### config.mk
export PLATFORM = sky130hd
export DESIGN_NAME = pipe_skid_reg
export DESIGN_NICKNAME = d
export VERILOG_FILES = /design/src/rtl/pipe_pkg.sv /design/src/rtl/pipe_slot.sv /design/src/rtl/pipe_skid_reg.sv
export SDC_FILE = /design/constraint.sdc
export NUM_CORES = 1
export LEC_CHECK = 0
export ABC_AREA = 1
export CAP_MARGIN = 40
export CELL_PAD_IN_SITES_DETAIL_PLACEMENT = 1
export CELL_PAD_IN_SITES_GLOBAL_PLACEMENT = 1
export CORE_UTILIZATION = 38
export DETAILED_ROUTE_END_ITERATION = 16
export HOLD_SLACK_MARGIN = 0.05
export PLACE_DENSITY_LB_ADDON = 0.1
export SYNTH_ARGS = -nofsm -noshare
export SYNTH_HDL_FRONTEND = slang
export SYNTH_SLANG_ARGS = --single-unit
### constraint.sdc
create_clock -name clk -period 3.1 [get_ports clk]
set_clock_uncertainty 0.05 [all_clocks]
set_input_delay 0.31 -clock clk [delete_from_list [all_inputs] [get_ports clk]]
set_output_delay 0.31 -clock clk [all_outputs]
set_load 0.1 [all_outputs]
### src/rtl/pipe_pkg.sv
// Shared definitions for the pipeline stage register: boundary PCs, exception codes,
// the slot record and the per-slot handshake operation.
package pipe_pkg;

    localparam int PAYLOAD_W_DEF = 128;
    localparam int PC_W_DEF      = 32;
    localparam int EXC_W_DEF     = 5;

    localparam logic [31:0] EXC_VEC  = 32'h0000_4180;
    localparam logic [31:0] RESET_PC = 32'h0000_0000;

    localparam logic [4:0] EXC_INT  = 5'd0;
    localparam logic [4:0] EXC_ADEL = 5'd4;
    localparam logic [4:0] EXC_ADES = 5'd5;
    localparam logic [4:0] EXC_RI   = 5'd10;
    localparam logic [4:0] EXC_OV   = 5'd12;

    typedef struct packed {
        logic                     valid;
        logic [PC_W_DEF-1:0]      pc;
        logic [PAYLOAD_W_DEF-1:0] payload;
        logic                     bd;
        logic [EXC_W_DEF-1:0]     exc;
    } slot_t;

    typedef enum logic [1:0] {
        OP_HOLD = 2'd0,
        OP_LOAD = 2'd1,
        OP_DROP = 2'd2
    } slot_op_e;

    function automatic logic [1:0] occ_count(input logic a, input logic b);
        return {1'b0, a} + {1'b0, b};
    endfunction

endpackage

### src/rtl/pipe_slot.sv
// One registered pipeline entry. Clears beat the handshake op; DROP invalidates the
// entry but keeps its data so the PC stays observable during a bubble.
module pipe_slot
    import pipe_pkg::*;
#(
    parameter int               PAYLOAD_W = 128,
    parameter int               PC_W      = 32,
    parameter int               EXC_W     = 5,
    parameter logic [PC_W-1:0]  RESET_PC  = {PC_W{1'b0}},
    parameter logic [PC_W-1:0]  VEC_PC    = {PC_W{1'b0}}
) (
    input  logic                 clk,
    input  logic                 reset,
    input  logic                 clear,
    input  logic                 clear_vec,
    input  slot_op_e             op,
    input  logic [PC_W-1:0]      d_pc,
    input  logic [PAYLOAD_W-1:0] d_payload,
    input  logic                 d_bd,
    input  logic [EXC_W-1:0]     d_exc,
    output logic                 q_valid,
    output logic [PC_W-1:0]      q_pc,
    output logic [PAYLOAD_W-1:0] q_payload,
    output logic                 q_bd,
    output logic [EXC_W-1:0]     q_exc
);

    logic                 valid_q,   valid_d;
    logic [PC_W-1:0]      pc_q,      pc_d;
    logic [PAYLOAD_W-1:0] payload_q, payload_d;
    logic                 bd_q,      bd_d;
    logic [EXC_W-1:0]     exc_q,     exc_d;

    // Next entry: exception vector bubble, then plain bubble, then the handshake op
    always_comb begin
        valid_d   = valid_q;
        pc_d      = pc_q;
        payload_d = payload_q;
        bd_d      = bd_q;
        exc_d     = exc_q;
        if (clear_vec) begin
            valid_d   = 1'b0;
            pc_d      = VEC_PC;
            payload_d = {PAYLOAD_W{1'b0}};
            bd_d      = 1'b0;
            exc_d     = {EXC_W{1'b0}};
        end else if (clear) begin
            valid_d   = 1'b0;
            pc_d      = RESET_PC;
            payload_d = {PAYLOAD_W{1'b0}};
            bd_d      = 1'b0;
            exc_d     = {EXC_W{1'b0}};
        end else begin
            case (op)
                OP_LOAD: begin
                    valid_d   = 1'b1;
                    pc_d      = d_pc;
                    payload_d = d_payload;
                    bd_d      = d_bd;
                    exc_d     = d_exc;
                end
                OP_DROP: valid_d = 1'b0;
                OP_HOLD: valid_d = valid_q;
                default: valid_d = valid_q;
            endcase
        end
    end

    // Entry registers with synchronous reset
    always_ff @(posedge clk) begin
        if (reset) begin
            valid_q   <= 1'b0;
            pc_q      <= RESET_PC;
            payload_q <= {PAYLOAD_W{1'b0}};
            bd_q      <= 1'b0;
            exc_q     <= {EXC_W{1'b0}};
        end else begin
            valid_q   <= valid_d;
            pc_q      <= pc_d;
            payload_q <= payload_d;
            bd_q      <= bd_d;
            exc_q     <= exc_d;
        end
    end

    assign q_valid   = valid_q;
    assign q_pc      = pc_q;
    assign q_payload = payload_q;
    assign q_bd      = bd_q;
    assign q_exc     = exc_q;

endmodule

### src/rtl/pipe_skid_reg.sv
// Pipeline stage register with valid/ready handshake and a one-entry skid buffer.
// in_ready and occupancy decode registered slot state only.
module pipe_skid_reg
    import pipe_pkg::*;
#(
    parameter int               PAYLOAD_W = 128,
    parameter int               PC_W      = 32,
    parameter int               EXC_W     = 5,
    parameter logic [PC_W-1:0]  EXC_VEC   = PC_W'(pipe_pkg::EXC_VEC),
    parameter logic [PC_W-1:0]  RESET_PC  = PC_W'(pipe_pkg::RESET_PC)
) (
    input  logic                 clk,
    input  logic                 reset,
    input  logic                 flush,
    input  logic                 req,
    input  logic                 in_valid,
    output logic                 in_ready,
    input  logic [PC_W-1:0]      in_pc,
    input  logic [PAYLOAD_W-1:0] in_payload,
    input  logic                 in_bd,
    input  logic [EXC_W-1:0]     in_exc,
    output logic                 out_valid,
    input  logic                 out_ready,
    output logic [PC_W-1:0]      out_pc,
    output logic [PAYLOAD_W-1:0] out_payload,
    output logic                 out_bd,
    output logic [EXC_W-1:0]     out_exc,
    output logic [1:0]           occupancy
);

    logic                 main_valid_s, skid_valid_s;
    logic [PC_W-1:0]      skid_pc_s;
    logic [PAYLOAD_W-1:0] skid_payload_s;
    logic                 skid_bd_s;
    logic [EXC_W-1:0]     skid_exc_s;

    logic                 main_free_s, in_fire_s, main_from_skid_s;
    slot_op_e             main_op_s, skid_op_s;
    logic [PC_W-1:0]      main_d_pc_s;
    logic [PAYLOAD_W-1:0] main_d_payload_s;
    logic                 main_d_bd_s;
    logic [EXC_W-1:0]     main_d_exc_s;

    assign in_ready    = ~skid_valid_s;
    assign in_fire_s   = in_valid & in_ready;
    assign main_free_s = ~main_valid_s | out_ready;
    assign out_valid   = main_valid_s;
    assign occupancy   = occ_count(main_valid_s, skid_valid_s);

    // Slot operations; the skid always drains first so entries keep FIFO order
    always_comb begin
        main_op_s        = OP_HOLD;
        skid_op_s        = OP_HOLD;
        main_from_skid_s = 1'b0;
        if (main_free_s) begin
            if (skid_valid_s) begin
                main_op_s        = OP_LOAD;
                main_from_skid_s = 1'b1;
                if (in_fire_s) begin
                    skid_op_s = OP_LOAD;
                end else begin
                    skid_op_s = OP_DROP;
                end
            end else if (in_fire_s) begin
                main_op_s = OP_LOAD;
            end else begin
                main_op_s = OP_DROP;
            end
        end else begin
            if (in_fire_s) begin
                skid_op_s = OP_LOAD;
            end else begin
                skid_op_s = OP_HOLD;
            end
        end
    end

    // Main slot source select
    always_comb begin
        if (main_from_skid_s) begin
            main_d_pc_s      = skid_pc_s;
            main_d_payload_s = skid_payload_s;
            main_d_bd_s      = skid_bd_s;
            main_d_exc_s     = skid_exc_s;
        end else begin
            main_d_pc_s      = in_pc;
            main_d_payload_s = in_payload;
            main_d_bd_s      = in_bd;
            main_d_exc_s     = in_exc;
        end
    end

    // req wins over flush in the main slot; both empty the skid
    pipe_slot #(
        .PAYLOAD_W (PAYLOAD_W),
        .PC_W      (PC_W),
        .EXC_W     (EXC_W),
        .RESET_PC  (RESET_PC),
        .VEC_PC    (EXC_VEC)
    ) u_main (
        .clk       (clk),
        .reset     (reset),
        .clear     (flush),
        .clear_vec (req),
        .op        (main_op_s),
        .d_pc      (main_d_pc_s),
        .d_payload (main_d_payload_s),
        .d_bd      (main_d_bd_s),
        .d_exc     (main_d_exc_s),
        .q_valid   (main_valid_s),
        .q_pc      (out_pc),
        .q_payload (out_payload),
        .q_bd      (out_bd),
        .q_exc     (out_exc)
    );

    pipe_slot #(
        .PAYLOAD_W (PAYLOAD_W),
        .PC_W      (PC_W),
        .EXC_W     (EXC_W),
        .RESET_PC  (RESET_PC),
        .VEC_PC    (RESET_PC)
    ) u_skid (
        .clk       (clk),
        .reset     (reset),
        .clear     (flush | req),
        .clear_vec (1'b0),
        .op        (skid_op_s),
        .d_pc      (in_pc),
        .d_payload (in_payload),
        .d_bd      (in_bd),
        .d_exc     (in_exc),
        .q_valid   (skid_valid_s),
        .q_pc      (skid_pc_s),
        .q_payload (skid_payload_s),
        .q_bd      (skid_bd_s),
        .q_exc     (skid_exc_s)
    );

endmodule
## After elaboration in Yosys (flattened, before gate mapping)

Cells that the tools add are included.

- Register bits after elaboration: 334
- Bits of input ports: 172
- Logic and storage cells: 43

- Add/subtract/negate cells: 1
- Equal/unequal tests: 4
- Mux-type cells: 17
- Bitwise logic cells: 5
- Reduce and logical (&&, ||, !) cells: 5

Operator list:

| kind | count |
|---|---|
| two-way mux 128 bit | 1 |
| two-way mux 15 bit | 3 |
| two-way mux 32 bit | 1 |
| two-way mux 2 bit | 5 |
| two-way mux 5 bit | 1 |
| == test 2 x 1 -> 1 bit (second input constant) | 2 |
| == test 2 bit (second input constant) | 2 |
| two-way mux 1 bit | 4 |
| one-hot mux 1 bit (2 select lines) | 2 |
| nonzero test 2 bit | 2 |
| nonzero test 3 bit | 1 |
| OR reduction 3 bit | 1 |
| adder 1 x 1 -> 2 bit | 1 |
| NOT 1 bit | 2 |
| bitwise OR 1 bit | 2 |
| OR reduction 2 bit | 1 |
| AND 1 bit | 1 |

## Logic depth before layout (Yosys ltp)

- Depth after elaboration: 9
- Mapped depth: 13

## By module

Synthesis repeated with hierarchy kept, for this count alone.

- Cells, all modules: 2534
- Area, all modules: 16612.2 µm²

By module, submodules not included:

| module | times used | cells an instance | area an instance (µm²) | seq. area each (µm²) |
|---|---|---|---|---|
| pipe_slot at u_skid | 1 | 1230 | 7504.7 | 3343.2 |
| pipe_slot at u_main | 1 | 737 | 6626.4 | 3343.2 |
| pipe_skid_reg | 1 | 567 | 2481.1 | 0.0 |

## Least setup slack after synthesis

OpenSTA, ideal clock, no wires.

- Kind: reg-to-reg
- Start: register u_main.valid_q, in the netlist u_main.q_valid
- End: register u_main.pc_q[1], in the netlist u_main.q_pc[1]
- Library setup time: 0.115 ns
- Arrival: 2.563 ns
- Data required time: 2.935 ns
- Slack: 0.372 ns
- Stages on the path, launching flop included: 13
- Path buffers: 4
- Clock period less this slack: 2.728 ns
- Cells stage by stage: dfxtp_1 -> nand2_2 -> inv_1 -> buf_4 -> buf_2 -> nor2_1 -> ha_1 -> buf_2 -> buf_1 -> nor2_1 -> nor2_1 -> o21ai_0 -> inv_1

- Cells in the longest elaborated chain, start to end: 4
- Elaborated cells on any way between the ends: 6
- Those cells by class: 1 x eq/ne; 3 x mux; 2 x bitwise

Ends and longest elaborated chain:

| item | line | RTL |
|---|---|---|
| from (decl) | pipe_slot.sv:28 | `logic valid_q, valid_d;` |
| from (signal assigned) | pipe_slot.sv:78 | `valid_q <= valid_d;` |
| NOT 1 bit * | pipe_skid_reg.sv:46 | `assign main_free_s = ~main_valid_s \| out_ready;` |
| bitwise OR 1 bit * | pipe_skid_reg.sv:46 |  |
| two-way mux 2 bit / two-way mux 1 bit (equally long branches) | pipe_skid_reg.sv:55 | `if (main_free_s) begin` |
| == test 2 x 1 -> 1 bit / two-way mux 32 bit (equally long branches) | pipe_slot.sv:54, pipe_skid_reg.sv:80 |  |
| to (signal assigned) | pipe_slot.sv:79 | `pc_q <= pc_d;` |
| to (decl) | pipe_slot.sv:29 | `logic [PC_W-1:0] pc_q, pc_d;` |

Every way passes the cells marked *; elsewhere a longest branch is shown, timed or not.
A chain may end at the register's enable or synchronous reset.

## Worst setup path after layout

- Start: register u_main.valid_q, in the netlist u_main.q_valid
- End: register u_main.payload_q[63], in the netlist u_main.q_payload[63]

- Cells in the longest elaborated chain, start to end: 4
- Elaborated cells on any way between the ends: 6
- Those cells by class: 1 x eq/ne; 3 x mux; 2 x bitwise

Ends and longest elaborated chain:

| item | line | RTL |
|---|---|---|
| NOT 1 bit * | pipe_skid_reg.sv:46 |  |
| bitwise OR 1 bit * | pipe_skid_reg.sv:46 |  |
| two-way mux 2 bit / two-way mux 1 bit (equally long branches) | pipe_skid_reg.sv:55 |  |
| == test 2 x 1 -> 1 bit / two-way mux 128 bit (equally long branches) | pipe_slot.sv:54, pipe_skid_reg.sv:80 |  |
| to (signal assigned) | pipe_slot.sv:74 | `payload_q <= {PAYLOAD_W{1'b0}};` |
| to (signal assigned) | pipe_slot.sv:80 | `payload_q <= payload_d;` |
| to (decl) | pipe_slot.sv:30 | `logic [PAYLOAD_W-1:0] payload_q, payload_d;` |

Marks and branches as above.

==> results.md <==
* Run status: complete, no violations
* Remaining Overflow, GRT at 0
* Die X at 198 um
* Initial Utilization at 38.6%
* First-iteration detailed-routing DRC count at 597
* Fillcell total at 4737
* CORE AREA at approximately 0.038 sq mm
* Most frequent cells in the layout: 459 x nor2_1, 369 x nand2_1, 333 x dfxtp_1, 307 x inv_1, 283 x clkdlybuf4s50_1
* Worst-case clock buffer depth at 3
* Mapped cell area at 0.0145 sq mm
* Sequential element share of the synthesized area at a little under half
* RSZ-0062 raised after global routing: no
* Setup Viol. Count Final at 0
* Die Area at 0.0390 sq mm
* Fmax at 0.426 GHz
* Routed WL per cell at 16.4 um
* Clock transition at path regs at 0.06 ns
* Leak Pwr at about 0.009 uW
* Maxcap violations at 0
* Pre-CTS setup slack at 0.336 ns
* Tot Pwr at 10400 uW
* Final instance area at 0.0212 sq mm
* DR vias at between 15000 and 20000
* Worst setup margin at between 0.7 and 0.8 ns
* Count of cell types in the netlist at 20
* Clock root buffer: clkbuf_16
* Mapped Nets at 2350
* Layout cells sized above 1 at roughly a tenth
* # clock sinks at 334
* Cells resized by post-CTS repair at 0
* Post-route clock period utilization at about three quarters
* Hold Buf Count CTS at 0
* Die height at 198 um
* Arrival time at the worst endpoint at 2.78 ns
* Power density cells at 490 mW/mm^2
* Hold slack at 0.328 ns
* Worst Tran Pin Value at 0.671 ns
* Port bufs at 341
* Final wirelength at 50.8 mm
* Commonest non-fill, non-tap cell in the layout: nor2_1
* Post-DP HPWL at 33.4 mm
* First-pass GRT wire length at 81.4 mm
* Final ANT Viol Nets at 0
* Antenna violations before repair at 13
* Max rail drop VDD at 0.337 mV
* Max_slew headroom at 55.2%
* Crit path max fanout at between 100 and 150
* Setup crit end kind: flop
* CTS tree: done
* DR DRC count at 0
* Hold WC Path Type: primary input to flop
* Postcts setup bufs at 0
* Synthesized area per cell at 6.68 sq um
* Area Overhead vs Synth at 45.8%
* # IOs at roughly 340
* H-tree Lvls at 2
* Final setup TNS at 0 ns
* Worst path required time at between 3 and 4 ns
* Placed Area at 0.0199 sq mm
* Vias in the first global route at 15700
* 1st-pass router iterations at 5
* Row cnt at 71
* Tot GR Track Use at 26.0%
* Synth warnings at 0
* Max-slew violation count at 0
* Worst skew pair latency at 0.54 ns
* Min Tclk post-route at 2.35 ns
* CP Launch Type: flop
* CTS Buf Count at 39
* Nets at ~2700
* Worst Setup Path Type: flop to flop
* Post-synthesis cell count at 2175
* Vias per cell at 4.90
* Flops & latches, synth at 334
* Final Hold Fails at 0
* Gpl congestion at 0.805
* Largest net degree at the start of global routing at 131
-- critical path, cell delays in order (launching register included) --
cell	delay (ns)
dfxtp_1	0.37
nand2_2	0.21
inv_1	0.19
nor2_1	0.26
ha_4	0.30
buf_12	0.40
nor2_1	0.12
nor2_1	0.16
o21ai_1	0.10
inv_1	0.05
-- state kept, by name, indices dropped and copies added, names as in the netlist, 5 cells and up --
signal	flops
u_skid.q_pc	32
u_main.q_pc	32
u_skid.q_payload	128
u_main.q_exc	5
u_skid.q_exc	5
u_main.q_payload	128
-- stage by stage --
stage	util, %	instances
3_3_place_gp	48.1	2904
5_1_grt	56.3	3090
2_1_floorplan	-	2175
3_5_place_dp	52.7	3016
6_report	56.3	3091
4_1_cts	56.2	3085
-- Yosys cell counts (all sizes together) --
cell type  instances  area, sq um
buf              112          612
ha                 3         37.5
a21oi            170          851
nor3               2         21.3
nand3            117          586
clkbuf            40          150
nand2            372         1410
dfxtp            334         6690
nor2             460         1740
inv              308         1160
o21ai            257         1290
-- final timing paths --
path	startpoint	end	slack (ns)	depth (start not counted)
worst max-delay path	u_main.q_valid	u_main.q_payload[63]	0.75	9
worst max register to register	u_main.q_valid	u_main.q_payload[63]	0.75	9
worst min-delay path	in_payload[126]	u_skid.q_payload[126]	0.33	3
worst min register to register	u_skid.q_payload[11]	u_skid.q_payload[11]	0.40	2
-- layout make-up --
class | count | area, sq um | share of cell area, %
clock inverters | 7 | 110 | 0.519
repair buffers | 482 | 5410 | 25.5
diodes | 6 | 15.0 | 0.0708
clock buffers | 62 | 1210 | 5.73
multi-input cells | 1381 | 5970 | 28.1
well taps | 511 | 639 | 3.02
flip-flops and latches | 334 | 6690 | 31.5
inverters | 308 | 1160 | 5.48
-- where the power goes --
| group | switching, uW | internal (uW) |
|---|---|---|
| Combinational | 780 | 490 |
| Clock | 1810 | 2930 |
| Sequential | 31.2 | 4340 |
-- logic make-up after synthesis --
group / Yosys count / synth area share, %
flip-flops: 334 / 46.0
AO/OA/AOI/OAI: 427 / 14.7
buffers and inverters: 460 / 13.2
AND/OR/NAND/NOR: 951 / 25.9
adder cells (fa/ha/maj): 3 / 0.258
-- metal layers --
layer / track usage [%] / wire length, um
met5: 0 / 68
met4: 11.0 / 1750
met3: 6.10 / 2910
met2: 45.2 / 25000
met1: 30.4 / 21100
No activity file was read; power rests on OpenSTA's default activity.
